===== src/rtl/operand_fetch_pkg.sv =====
// Shared constants for the operand-fetch stage: datapath widths and
// register-index encoding.
package operand_fetch_pkg;
  localparam int XLEN   = 32;
  localparam int CTRL_W = 8;
  localparam int REG_W  = 5;
  localparam logic [REG_W-1:0] ZERO_REG = '0;
endpackage


===== src/rtl/operand_fetch_fwd_mux.sv =====
// Per-source operand selector: x0, then EX forward (non-load), then WB
// forward, then register-bank data.
module fwd_mux #(
  parameter int XLEN = operand_fetch_pkg::XLEN
) (
  input  logic [operand_fetch_pkg::REG_W-1:0] idx,
  input  logic [XLEN-1:0]                     bank_data,
  input  logic                                ex_wen,
  input  logic                                ex_is_load,
  input  logic [operand_fetch_pkg::REG_W-1:0] ex_rd,
  input  logic [XLEN-1:0]                     ex_result,
  input  logic                                wb_wen,
  input  logic [operand_fetch_pkg::REG_W-1:0] wb_rd,
  input  logic [XLEN-1:0]                     wb_data,
  output logic [XLEN-1:0]                     data
);
  import operand_fetch_pkg::*;

  // A load in EX has no data yet; the hazard logic stalls instead.
  always_comb begin
    data = bank_data;
    if (idx == ZERO_REG)                           data = '0;
    else if (ex_wen && !ex_is_load && ex_rd == idx) data = ex_result;
    else if (wb_wen && wb_rd == idx)                data = wb_data;
  end
endmodule


===== src/rtl/operand_fetch.sv =====
// Operand fetch stage: reads the register bank, resolves forwarding and
// load-use hazards, and registers the operand bundle toward execute.
module operand_fetch #(
  parameter int XLEN   = operand_fetch_pkg::XLEN,
  parameter int CTRL_W = operand_fetch_pkg::CTRL_W
) (
  input  logic              clk,
  input  logic              rst,
  input  logic              in_valid,
  output logic              in_ready,
  input  logic [4:0]        in_rs1,
  input  logic [4:0]        in_rs2,
  input  logic [4:0]        in_rd,
  input  logic [XLEN-1:0]   in_imm,
  input  logic [XLEN-1:0]   in_pc,
  input  logic [CTRL_W-1:0] in_ctrl,
  output logic [4:0]        read_reg1,
  output logic [4:0]        read_reg2,
  input  logic [XLEN-1:0]   read_data1,
  input  logic [XLEN-1:0]   read_data2,
  input  logic [4:0]        ex_rd,
  input  logic              ex_wen,
  input  logic              ex_is_load,
  input  logic [XLEN-1:0]   ex_result,
  input  logic [4:0]        wb_rd,
  input  logic              wb_wen,
  input  logic [XLEN-1:0]   wb_data,
  input  logic              flush,
  output logic              out_valid,
  input  logic              out_ready,
  output logic [XLEN-1:0]   out_op1,
  output logic [XLEN-1:0]   out_op2,
  output logic [XLEN-1:0]   out_imm,
  output logic [XLEN-1:0]   out_pc,
  output logic [4:0]        out_rd,
  output logic [CTRL_W-1:0] out_ctrl,
  output logic [15:0]       stall_cnt
);
  import operand_fetch_pkg::*;

  localparam int NSRC = 2;

  logic [NSRC-1:0][REG_W-1:0] src_idx;
  logic [NSRC-1:0][XLEN-1:0]  bank_data;
  logic [NSRC-1:0][XLEN-1:0]  fwd_data;
  logic                       hazard;
  logic                       capture;

  assign read_reg1 = in_rs1;
  assign read_reg2 = in_rs2;
  assign src_idx   = {in_rs2, in_rs1};
  assign bank_data = {read_data2, read_data1};

  for (genvar s = 0; s < NSRC; s++) begin : g_src
    fwd_mux #(.XLEN(XLEN)) u_fwd (
      .idx        (src_idx[s]),
      .bank_data  (bank_data[s]),
      .ex_wen     (ex_wen),
      .ex_is_load (ex_is_load),
      .ex_rd      (ex_rd),
      .ex_result  (ex_result),
      .wb_wen     (wb_wen),
      .wb_rd      (wb_rd),
      .wb_data    (wb_data),
      .data       (fwd_data[s])
    );
  end

  assign hazard   = in_valid && ex_wen && ex_is_load && (ex_rd != ZERO_REG) &&
                    (ex_rd == in_rs1 || ex_rd == in_rs2);
  assign in_ready = !hazard && !flush && (!out_valid || out_ready);
  assign capture  = in_valid && in_ready;

  // in_ready already excludes flush, so capture and flush never coincide.
  always_ff @(posedge clk or negedge rst) begin
    if (!rst) begin
      out_valid <= 1'b0;
      out_op1   <= '0;
      out_op2   <= '0;
      out_imm   <= '0;
      out_pc    <= '0;
      out_rd    <= '0;
      out_ctrl  <= '0;
      stall_cnt <= '0;
    end else begin
      if (flush)          out_valid <= 1'b0;
      else if (capture)   out_valid <= 1'b1;
      else if (out_ready) out_valid <= 1'b0;
      if (capture) begin
        out_op1  <= fwd_data[0];
        out_op2  <= fwd_data[1];
        out_imm  <= in_imm;
        out_pc   <= in_pc;
        out_rd   <= in_rd;
        out_ctrl <= in_ctrl;
      end
      if (hazard && !flush && stall_cnt != 16'hFFFF)
        stall_cnt <= stall_cnt + 16'd1;
    end
  end
endmodule


===== config.mk =====
export PLATFORM = sky130hd
export DESIGN_NAME = operand_fetch
export DESIGN_NICKNAME = d
export VERILOG_FILES = /design/src/rtl/operand_fetch_pkg.sv /design/src/rtl/operand_fetch_fwd_mux.sv /design/src/rtl/operand_fetch.sv
export SDC_FILE = /design/constraint.sdc
export NUM_CORES = 1
export LEC_CHECK = 0
export CAP_MARGIN = 20
export CORE_ASPECT_RATIO = 0.5
export CORE_UTILIZATION = 40
export DETAILED_ROUTE_END_ITERATION = 10
export HOLD_SLACK_MARGIN = 0.1
export PLACE_DENSITY = 0.81
export REMOVE_ABC_BUFFERS = 1
export SLEW_MARGIN = 20
export SYNTH_ARGS = -nofsm -noshare
export SYNTH_HDL_FRONTEND = slang
export SYNTH_SLANG_ARGS = --single-unit

===== constraint.sdc =====
create_clock -name clk -period 4 [get_ports clk]
set_input_delay 0.8 -clock clk [delete_from_list [all_inputs] [get_ports clk]]
set_output_delay 0.8 -clock clk [all_outputs]
set_load 0.02 [all_outputs]

==> metrics.csv <==
metric;value;unit
outcome;completed;
track_usage;29.6;%
synth_cells;882;
synth-edff-count;0;
crit_arrival;3130;ps
final_core_util;67.1;%
synth_seq_cells;158;
fin_cells;1529;
clock_path_buffers;2;
drc;0;
clkLatencyLatePin;420;ps
drtPass1Iterations;5;
grt_antenna_before_repair;2;
synth_top_area_share;51.5;%
cp_cell_sequence;clkdlybuf4s50_1, or4_4, o2111ai_4, nor2_1, nor3_1, clkdlybuf4s50_1;
ctsHoldBuffers;0;
synth_area_leader_cell;dfrtp_1;
path_common_cell;clkdlybuf4s50_1;
ys_top_cells_by_area;dfrtp_1 52%, nand2_1 16%, a31oi_1 5.2%;
synthToLayoutAreaGrowth;62.4;%
worstSetupPathType;input port to primary output;
overflow;0;
dp_hpwl;21300;µm
ctsResizeCount;0;
synth.cell_area;0.00767;mm²
fin_crit;3930;ps
fmax;0.254;GHz
vias;8021;
wl;29600;µm
clk_pin_slew;70;ps
clock_sinks;158;
p_per_area;408;mW/mm²
ys_types;39;
holdCritPathClass;input port to async pin;
die_w;198;µm
htree_levels;4;
core_area;0.0186;mm²
period_share;98.3;%
tritoncts;yes;
ir_drop;274;µV
cap_violations;0;
leakage;0.00560;µW
crit_buf_inv;2;
die_h;99.9;µm
avgSynthCellArea;8.70;µm²
grt_pass1_vias;7620;
ys_async_sr_fraction;100;%
worstPathMaxFanout;3;
fp-row-count;35;
max_slew_margin;30.0;%
start_kind;input port;
port_buffers;401;
setup_slack;68.8;ps
finalNetCount;1489;
setup_viol;0;
ant_nets;0;
slew_violations;0;
finalWeightedCongestion;0.946;
yosysSeqAreaShare;51.5;%
yosys-top-cells-count;334 x nand2_1, 158 x dfrtp_1, 73 x nor2_1, 64 x a31oi_1, 36 x clkbuf_1;
slowest_stage;clkdlybuf4s50_1;
pre_cts_ws;101;ps
rsz0062_at_grt;no;
hold_violations;0;
cts-root-buf;clkbuf_16;
cp.required;3200;ps
worstSetupEndpointType;primary output;
fin_tns_setup;0;ps
grt_first_pass_wirelength;44200;µm
placed_cells;1495;
wl_per_cell;19.4;µm
drive_above_1_share;5.13;%
crit_path_max_incr_delay;670;ps
synth-warning-count;0;
io-pin-count;402;
tightest_slew;1050;ps
synth_ff_type;dfrtp_1;
grt_max_degree;143;
dr.first_iter.drc_count;626;
path_delay_family;buffers and inverters;
cts_setup_buffers;0;
dieArea;0.0198;mm²
fin_skew;9.14;ps
yosysMostFrequentCell;nand2_1;
start_util;41.3;%
cts_buffers;17;
via_per_inst;5.25;
per-layer routing:
layer / GRT usage [%] / part of all wire, %
met5: 0 / 0
met4: 10.3 / 2.6
met3: 5.11 / 5.1
met2: 50.5 / 51
met1: 38.2 / 42
area by class of cell:
type                       instances  area (µm²)
fill                            1497        6100
timing repair buffer             423        4220
sequential                       158        3950
multi-input combinational        650        3380
clock buffer                      19         443
tap                              259         324
clock inverter                    13         128
inverter                           5        18.8
antenna                            2        5.00
power by group:
part / total [µW] / internal (µW) / leakage [µW] / switching, µW
logic: 1540 / 769 / 0.00335 / 773
registers: 1970 / 1830 / 0.00198 / 138
clock network: 1580 / 886 / 0.000277 / 694
path summary, 6_finish.rpt:
path	end	slack, ps	depth (start not counted)	from
worst max-delay path	in_ready	70	6	ex_rd[1]
worst min-delay path	out_pc[25]$_DFFE_PN0P_	410	1	rst
worst max register to register	stall_cnt[1]$_DFFE_PN0P_	1700	6	stall_cnt[0]$_DFFE_PN0P_
worst min register to register	out_imm[15]$_DFFE_PN0P_	470	2	out_imm[15]$_DFFE_PN0P_
max in group asynchronous	out_pc[16]$_DFFE_PN0P_	2720	2	rst
min in group clk	out_imm[15]$_DFFE_PN0P_	470	2	out_imm[15]$_DFFE_PN0P_
worst reg2reg max path, cell delays in order (launching register included):
cell and delay [ps]:
dfrtp_1 420, ha_1 260, and3_1 200, and4_1 230, nand2_1 120, nor4b_4 550
mux2_2 400
state kept, by name, summed over array words and instances, names as in the netlist:
name / count
out_imm: 32
out_op1: 32
out_op2: 32
out_pc: 32
stall_cnt: 16
out_ctrl: 8
out_rd: 5
out_valid: 1
cells by family after synthesis:
group | count (synthesis) | synth area share (%)
compound gates | 171 | 16.7
xor+xnor | 32 | 3.65
fa+ha+maj | 1 | 0.163
buf+inv | 74 | 4.73
flops | 158 | 51.5
mux | 1 | 0.147
simple gates | 445 | 23.1
placed cells by master, fill, tap and decap left out, types with 4 or more instances in the layout:
cell             instances
a31oi_1                 64
dfrtp_1                158
clkdlybuf4s50_1        400
xor2_1                  19
buf_4                   19
nor3_1                   6
xnor2_1                 13
a22o_1                  33
o31ai_1                 32
clkbuf_16               17
nand3_1                  9
nand4_1                  5
and3_1                   6
nor2_1                  73
nand2_1                334
inv_6                    4
inv_1                    4
a21boi_0                 5
a21boi_1                27
metrics by stage:
| stage | hold WS (ps) | total power, µW | area [µm²] |
|---|---|---|---|
| CTS | 441 | 5120 | 12500 |
| global placement | 457 | 3510 | 11900 |
| global route | 449 | 5310 | 12500 |
| detailed placement | 461 | 3540 | 11900 |
| floorplan | 504 | 2590 | 7330 |
| finish | 409 | 5090 | 12500 |
Power figures use the tool's default switching activity.
